==> config.mk <==
export PLATFORM = sky130hd
export DESIGN_NAME = mult_seq_ctrl
export DESIGN_NICKNAME = d
export VERILOG_FILES = /design/src/rtl/mult_seq_ctrl.sv
export SDC_FILE = /design/constraint.sdc
export NUM_CORES = 1
export LEC_CHECK = 0
export CAP_MARGIN = 0
export CORE_MARGIN = 3
export CORE_UTILIZATION = 60
export CTS_BUF_LIST = sky130_fd_sc_hd__clkbuf_4
export DETAILED_ROUTE_END_ITERATION = 7
export PLACE_DENSITY = 0.86
export SLEW_MARGIN = 40
export SYNTH_ARGS = -nofsm -noshare
export SYNTH_HDL_FRONTEND = slang
export SYNTH_SLANG_ARGS = --single-unit
==> constraint.sdc <==
create_clock -name clk -period 5.3 [get_ports clk]
set_input_delay 0.53 -clock clk [delete_from_list [all_inputs] [get_ports clk]]
set_output_delay 0.53 -clock clk [all_outputs]
set_load 0.005 [all_outputs]
==> src/rtl/mult_seq_ctrl.sv <==
// Sequencer for a digit-serial long-operand multiply: one multiplier digit per MUL_LAT+1 cycles.
// Define MULT_SEQ_ABORT_EN to add the abort input that cancels an operation in flight.
module mult_seq_ctrl #(
  parameter int unsigned NUM_DIGITS = 55,
  parameter int unsigned MUL_LAT    = 4,
  localparam int unsigned KW        = (NUM_DIGITS > 1) ? $clog2(NUM_DIGITS) : 1
) (
  input  logic          clk,
  input  logic          rst_n,
  input  logic          start,
`ifdef MULT_SEQ_ABORT_EN
  input  logic          abort,
`endif
  output logic          busy,
  output logic          mul_en,
  output logic [KW-1:0] b_idx,
  output logic          acc_clr,
  output logic          acc_we,
  output logic          done
);

  localparam int unsigned CW = 4;
  localparam logic [KW-1:0] KLast = KW'(NUM_DIGITS - 1);
  localparam logic [CW-1:0] CLast = CW'(MUL_LAT - 1);

  typedef enum logic [1:0] {StIdle, StIssue, StWait, StFin} state_e;

  state_e        state_q, state_d;
  logic [KW-1:0] k_q, k_d;
  logic [CW-1:0] cnt_q, cnt_d;
  logic          busy_q, busy_d;
  logic          mul_en_q, mul_en_d;
  logic          acc_clr_q, acc_clr_d;
  logic          acc_we_q, acc_we_d;
  logic          done_q, done_d;

  always_comb begin
    state_d = state_q;
    k_d     = k_q;
    cnt_d   = cnt_q;

    unique case (state_q)
      StIdle: begin
        if (start) begin
          state_d = StIssue;
          k_d     = '0;
        end
      end
      StIssue: begin
        state_d = StWait;
        cnt_d   = '0;
      end
      StWait: begin
        if (cnt_q == CLast) begin
          if (k_q == KLast) begin
            state_d = StFin;
          end else begin
            state_d = StIssue;
            k_d     = k_q + KW'(1);
          end
        end else begin
          cnt_d = cnt_q + CW'(1);
        end
      end
      StFin: begin
        state_d = StIdle;
        k_d     = '0;
      end
      default: state_d = StIdle;
    endcase

`ifdef MULT_SEQ_ABORT_EN
    // Abort only cancels work in flight; in IDLE a simultaneous start still launches.
    if (abort && (state_q != StIdle)) begin
      state_d = StIdle;
      k_d     = '0;
      cnt_d   = '0;
    end
`endif

    // Outputs are decoded from the next state so they register alongside it.
    busy_d    = (state_d != StIdle);
    mul_en_d  = (state_d == StIssue);
    acc_clr_d = (state_d == StIssue) && (k_d == '0);
    acc_we_d  = (state_d == StWait) && (cnt_d == CLast);
    done_d    = (state_d == StFin);
  end

  always_ff @(posedge clk or negedge rst_n) begin
    if (!rst_n) begin
      state_q   <= StIdle;
      k_q       <= '0;
      cnt_q     <= '0;
      busy_q    <= 1'b0;
      mul_en_q  <= 1'b0;
      acc_clr_q <= 1'b0;
      acc_we_q  <= 1'b0;
      done_q    <= 1'b0;
    end else begin
      state_q   <= state_d;
      k_q       <= k_d;
      cnt_q     <= cnt_d;
      busy_q    <= busy_d;
      mul_en_q  <= mul_en_d;
      acc_clr_q <= acc_clr_d;
      acc_we_q  <= acc_we_d;
      done_q    <= done_d;
    end
  end

  assign busy    = busy_q;
  assign mul_en  = mul_en_q;
  assign b_idx   = k_q;
  assign acc_clr = acc_clr_q;
  assign acc_we  = acc_we_q;
  assign done    = done_q;

endmodule

=== Word level (Yosys, flattened, before mapping) ===
Index checks and enable logic that the tools add are counted.

* Output and inout bits: 11
* Input bits: 3
* Register bits after elaboration: 17
* Logic and storage cells: 34

* Reductions and logical operators: 5
* Muxes and demuxes: 10
* Eq/ne operators: 9
* $add $sub $neg: 2

{| class="wikitable"
|+ Operators with widths
! kind !! count
|-
| $mux 6 || 3
|-
| $pmux 6 s3 || 1
|-
| $eq 2x2->1 const B || 4
|-
| $eq 4x2->1 const B || 2
|-
| $pmux 2 s4 || 1
|-
| $pmux 4 s2 || 1
|-
| $add 6x1->6 const B || 1
|-
| $eq 6x6->1 const B || 1
|-
| $logic_not 6->1 || 1
|-
| $mux 2 || 3
|-
| $add 4x1->4 const B || 1
|-
| $eq 2x1->1 const B || 2
|-
| $mux 4 || 1
|-
| $logic_and 1x1->1 || 2
|-
| $logic_not 2->1 || 1
|-
| $reduce_bool 2->1 || 1
|}

=== Logic depth before layout (Yosys ltp) ===
Gate-level depths: netlist (run 1).

* Depth in word-level cells: 6
* Mapped depth: 9
* Mapped depth without buffers: 8

=== Least setup slack after synthesis (run 1) ===
No wires, ideal clock.

* Kind: register to register
* Start point: register cnt_q[0]
* End point: register acc_clr_q, in the netlist acc_clr
* Stages on the path, launching flop included: 8
* Slack: 3482 ps
* Path buffers: 1
* Data required time: 5179 ps
* Period minus slack after synthesis: 1818 ps
* Arrival: 1697 ps
* Cells stage by stage: dfrtp_1 ha_1 or3b_1 buf_6 a2111o_1 o211ai_2 nor3_1 and4bb_1

* Longest elaborated chain between the ends: 5

{| class="wikitable"
|+ Ends and longest elaborated chain
! what !! RTL line !! source
|-
| start: declaration || 30 || <nowiki>logic [CW-1:0] cnt_q, cnt_d;</nowiki>
|-
| start signal: assignment || 102 || <nowiki>cnt_q <= cnt_d;</nowiki>
|-
| $eq 4x2->1 || 54 || <nowiki>if (cnt_q == CLast) begin</nowiki>
|-
| $mux 6 || 54 ||
|-
| $pmux 6 s3 || 42 || <nowiki>unique case (state_q)</nowiki>
|-
| via k_d[1] || 29 || <nowiki>logic [KW-1:0] k_q, k_d;</nowiki>
|-
| $logic_not 6->1 || 84 || <nowiki>acc_clr_d = (state_d == StIssue) && (k_d == '0);</nowiki>
|-
| $logic_and 1x1->1 || 84 ||
|-
| via acc_clr_d || 33 || <nowiki>logic acc_clr_q, acc_clr_d;</nowiki>
|-
| end signal: assignment || 105 || <nowiki>acc_clr_q <= acc_clr_d;</nowiki>
|-
| end: declaration || 33 ||
|}

The timed path passes the listed nets, and every way through them passes these cells.

=== Worst setup path after layout (run 1) ===
* Start point: register state_q[0]
* End point: register acc_we_q, in the netlist acc_we

* Longest elaborated chain between the ends: 4

{| class="wikitable"
|+ Ends and longest elaborated chain
! what !! RTL line !! source
|-
| start: declaration || 28 || <nowiki>state_e state_q, state_d;</nowiki>
|-
| start signal: assignment || 91 || <nowiki>state_q <= StIdle;</nowiki>
|-
| start signal: assignment || 100 || <nowiki>state_q <= state_d;</nowiki>
|-
| $eq 2x2->1, or another cell as far along || 42 ||
|-
| $pmux 4 s2 / $pmux 2 s4 (equally long branches) || 42 ||
|-
| $eq 4x2->1 / $eq 2x2->1 (equally long branches) || 85 || <nowiki>acc_we_d = (state_d == StWait) && (cnt_d == CLast);</nowiki>
|-
| $logic_and 1x1->1 (*) || 85 ||
|-
| via acc_we_d || 34 || <nowiki>logic acc_we_q, acc_we_d;</nowiki>
|-
| end signal: assignment || 106 || <nowiki>acc_we_q <= acc_we_d;</nowiki>
|-
| end: declaration || 34 ||
|}

The timed path passes the listed nets; every way through them passes the cells marked *.

==> results of run 1 <==
[registers in the layout (all words and copies together) (netlist names)]
signal	cells
acc_clr	1
acc_we	1
b_idx	6
busy	1
cnt_q	4
done	1
mul_en	1
state_q	2
[worst register-to-register path: stages (launching register included)]
cell     delay, ps
dfrtp_1        420
inv_1          110
ha_1           400
nor2b_1        260
nand4_1        120
and3_4         230
nor4b_1        320
and3_1         210
[power by group through the flow]
stage / combinational, mW / sequential (mW) / clock [mW]
floorplan: 0.00000609 / 0.132 / 0
global placement: 0.00376 / 0.132 / 0
detailed placement: 0.00387 / 0.132 / 0
CTS: 0.00388 / 0.130 / 0.0700
global route: 0.00418 / 0.130 / 0.0762
finish: 0.00368 / 0.130 / 0.0684
[path summary, 6_finish.rpt]
path / from / to / slack (ps) / cells after the start
setup / recovery: state_q[0] / acc_we / 3170 / 7
hold / removal: cnt_q[1] / cnt_q[1] / 620 / 1
setup reg to reg: state_q[0] / acc_we / 3170 / 7
hold reg to reg: cnt_q[1] / cnt_q[1] / 620 / 1
max in group asynchronous: rst_n / state_q[1] / 4210 / 1
min in group asynchronous: rst_n / cnt_q[1] / 640 / 1
[metal layers]
layer	GRT usage, %	vias up	routed length, um
li1	-	406	-
met3	3.76	6	122
met2	35.1	30	1020
met1	33.3	396	1070
met5	0	-	0
met4	12.9	0	51
[placed cells by master, fill, tap and decap left out, types with 2 or more instances in the layout]
cell type,instances
nand2_1,7
a31oi_1,2
a2111o_1,2
clkbuf_4,3
inv_1,7
nor3_1,3
a211oi_1,3
a21oi_1,4
and3_1,4
nand3_1,2
nor2b_1,3
dfrtp_1,17
ha_1,6
clkdlybuf4s50_1,13
nor2_1,6
a22o_1,3
o21ai_0,5
[area by class of cell]
class	instances	area, sq um
repair buffers	13	130
well taps	16	20.0
fillers	105	394
clock buffers	3	22.5
flip-flops and latches	17	425
multi-input cells	75	553
inverters	7	26.3
clock inverters	1	5.00
[cell families (layout without fill, tap and decap cells)]
group,Yosys count,count (layout)
AND/OR/NAND/NOR,41,41
flip-flops,17,17
buffers and inverters,10,24
AO/OA/AOI/OAI,28,28
adder cells (fa/ha/maj),6,6
==> impl_metrics.toml, run 1 <==
[synthesis]
synth_cells = 102
synth_fp_nets = 111
synthDistinctLibCells = 42
synth_compound_area_share_pct = 20.8
yosysMostFrequentCell = "dfrtp_1"
synth.top_cell.area_share_pct = 40.8
synth.area.mux_share_pct = 0
synthArstFlopShare_pct = 100
synthSimpleGateAreaFrac_pct = 25.1
syn_area_sq_mm = 0.00104
synthFlopType = "dfrtp_1"
synth_top_family_by_area = "simple AND/OR/NAND/NOR gates"
synth_edf_count = 0
yosys_warnings = 0
syn_avg_cell_area_sq_um = 10.2
ys_seq_area_share_pct = 40.8
synth_top_area_cell = "dfrtp_1"
synth_common_cells = "17 x dfrtp_1, 7 x inv_1, 7 x nand2_1"
synth_area_leaders = "dfrtp_1 41%, ha_1 7.2%, inv_1 2.5%"
yosys_register_bits = 17
synthAdderAreaFrac_pct = 7.20
synthXorXnorAreaFrac_pct = 0

[worst_setup_path]
crit_path_max_incr_delay_ps = 420
endpoint_kind = "register"
worst_ep_required_time_ps = 5540
crit_slowest_cell = "dfrtp_1"
path_class = "reg2reg"
worst-path-buf-inv = 1
path_max_fanout = 11
path_cells = "inv_1 > ha_1 > nor2b_1 > nand4_1 > and3_4 > nor4b_1 > and3_1"
arrival_ps = 2370
cp-start-kind = "register"
critPathTopFamily = "simple AND/OR/NAND/NOR gates"

[layout]
layout-drive-gt1-share_pct = 12.9
finish.net_count = 126
insertedDiodeCount = 0
fin_area_sq_mm = 0.00118
syn_to_final_growth_pct = 13.4
final_util_pct = 75.0
layout.cells.non_filler = 132

[die]
die_width_um = 47.7
start_util_pct = 66.1
core-area_sq_mm = 0.00158
rows = 14
dieArea_sq_mm = 0.00227
pin_count = 14
chipHeight_um = 47.7

[placement]
dp_hpwl_um = 1710
place_congestion = 0.870
io_buffers = 13
dp_worst_setup_slack_ps = 3200
placed_area_sq_mm = 0.00115
placed_cells = 128

[power]
p_per_area_mw_per_mm2 = 171
pwr-share-comb_pct = 1.8
finalPower_mw = 0.202
p_sw_share_pct = 21.1
pwr-share-seq_pct = 64.3
ir_worst_vdd_uv = 194
power.share.clock_pct = 33.9
power_switching_mw = 0.0426
p_int_mw = 0.159
p_leak_nw = 0.548

[job]
cap_violations = 0

[drt]
wl_per_cell_um = 17.1
route.detailed.drc = 0
finalWirelength_um = 2260
drt_iter0_markers = 20
viasPerCell = 6.35
first_pass_iters = 4
vias = 838
drtAntennaViolNets = 0

[clock_tree]
clk_latency_ps = 300
htreeDepth = 1
ctsResizeCount = 0
clockBufferDepth = 2
tritoncts = "done"
cts_setup_buffers = 0
clk_pin_slew_ps = 100
cts_buffers = 3
cts-root-buf = "clkbuf_4"
cts.sinks = 17
hold_buffers = 0

[sta]
finalSetupViolCount = 0
hold_violations = 0
worst_pin_slew_ps = 698
max_freq_ghz = 0.469
holdWs_ps = 618
setup_ws_ps = 3170
slew_headroom_pct = 53.3
fin_crit_ps = 2130
skew_ps = 5.41
finalSetupTns_ps = 0
rsz0062_at_grt = "false"
drv_slew = 0
fin_crit_sh_pct = 40.2

[min_path]
min_path_type = "reg2reg"

[global_route]
grt_max_degree = 18
grt_usage_pct = 23.7
grt_pass1_wl_um = 3570
antenna_found_initial = 0
overflow = 0
grt_pass1_vias = 767

[run_status]
outcome = "finished, final reports clean"
(Power assumes the default switching activity.)
==> run 2: changes to the inputs <==
- CORE_UTILIZATION: 60 -> 56
- PLACE_DENSITY: 0.86 -> 0.81
- clock period: 5.3 -> 2.2 ns (I/O delays scaled with it)
==> impl_metrics.toml, run 2 (synthesis gave the netlist of run 1 again) <==
[die]
dieArea_sq_mm = 0.00241
pin_count = 14
core-area_sq_mm = 0.00163
rows = 14
start_util_pct = 64.0
chipHeight_um = 49.1
die_width_um = 49.1

[sta]
slew_headroom_pct = 53.7
max_freq_ghz = 0.490
skew_ps = 8.87
fin_crit_ps = 2040
finalSetupViolCount = 0
holdWs_ps = 341
hold_violations = 0
finalSetupTns_ps = 0
worst_pin_slew_ps = 693
fin_crit_sh_pct = 92.8
rsz0062_at_grt = "false"
drv_slew = 0
setup_ws_ps = 159

[clock_tree]
cts-root-buf = "clkbuf_4"
htreeDepth = 1
cts_setup_buffers = 0
cts_buffers = 3
clockBufferDepth = 2
clk_pin_slew_ps = 100
hold_buffers = 0
clk_latency_ps = 290
tritoncts = "done"
cts.sinks = 17

[layout]
largest_register_ffs = 6
fin_area_sq_mm = 0.00121
insertedDiodeCount = 0
layout.cells.non_filler = 141
layout-drive-gt1-share_pct = 16.2
layout_common_cells = "17 x dfrtp_1, 13 x clkdlybuf4s50_1, 7 x inv_1, 7 x nand2_1, 6 x nor2_1"
syn_to_final_growth_pct = 16.6
finish.net_count = 127
num-fill-cells = 123
final_util_pct = 74.6
layout_commonest_cell = "dfrtp_1"

[global_route]
grt_usage_pct = 20.6
overflow = 0
grt_pass1_wl_um = 3700
grt_max_degree = 18
grt_pass1_vias = 736
antenna_found_initial = 0

[power]
p_per_area_mw_per_mm2 = 395
p_leak_nw = 0.550
finalPower_mw = 0.480
ir_worst_vdd_uv = 432

[placement]
io_buffers = 13
place_congestion = 0.918
placed_area_sq_mm = 0.00117
dp_worst_setup_slack_ps = 155
dp_hpwl_um = 1640
placed_cells = 137

[drt]
first_pass_iters = 4
viasPerCell = 5.75
drt_iter0_markers = 29
dr_wl_met2_um = 920
drtAntennaViolNets = 0
route.detailed.drc = 0
wl_met3_um = 110
finalWirelength_um = 2200
wl_per_cell_um = 15.6
wl_met1_um = 1130
top_layer = "met4"
vias = 811

[worst_setup_path]
r2r-start = "state_q[0]"
ff2ff_setup_slack_ps = 160
cp-start-kind = "register"
rr_endpoint = "acc_clr"
worst_ep_required_time_ps = 2370
r2r_cells = 7
arrival_ps = 2220
crit_start = "state_q[0]"
path_max_fanout = 6
endpoint_kind = "register"
path_class = "reg2reg"

[run_status]
outcome = "finished, final reports clean"

[job]
cap_violations = 0

[min_path]
min_path_type = "in2async"
[run 2: report_power, final]
| part | internal (mW) | total [mW] | switching, mW |
|---|---|---|---|
| Clock | 0.0676 | 0.159 | 0.0910 |
| Sequential | 0.312 | 0.312 | 0 |
| Combinational | 0.00311 | 0.00885 | 0.00574 |
| Total | 0.383 | 0.480 | 0.0967 |
[run 2: worst max path at each step]
stage / to / depth (start not counted)
CTS: acc_clr / 6
finish: acc_clr / 7
floorplan: acc_clr / 7
global route: acc_clr / 7
detailed placement: acc_clr / 6
global placement: acc_clr / 6
[run 2: critical path, stage by stage (launching register included)]
cell	delay [ps]
dfrtp_1	420
inv_1	120
ha_1	260
nor2b_2	290
nor2_1	130
a211oi_1	420
nor3_2	90
and4bb_1	220
[run 2: layout make-up]
| class | count | area [sq um] | share of cell area (%) |
|---|---|---|---|
| clock buffer | 3 | 22.5 | 1.85 |
| clock inverter | 1 | 5.00 | 0.412 |
| inverter | 7 | 26.3 | 2.16 |
| multi-input combinational | 75 | 568 | 46.8 |
| sequential | 17 | 425 | 35.0 |
| tap | 24 | 30.0 | 2.47 |
| timing repair buffer | 14 | 138 | 11.3 |
[run 2: routing by layer]
metal,up-vias,track usage [%]
met5,-,0
met1,373,31.4
met4,0,8.53
met2,21,27.2
li1,413,-
met3,4,4.89
[run 2: timing repair]
item | in CTS | in global routing
hold endpoints to repair | 0 | 0
resized for setup | 0 | 4
endpoints found under the setup margin | 0 | 2
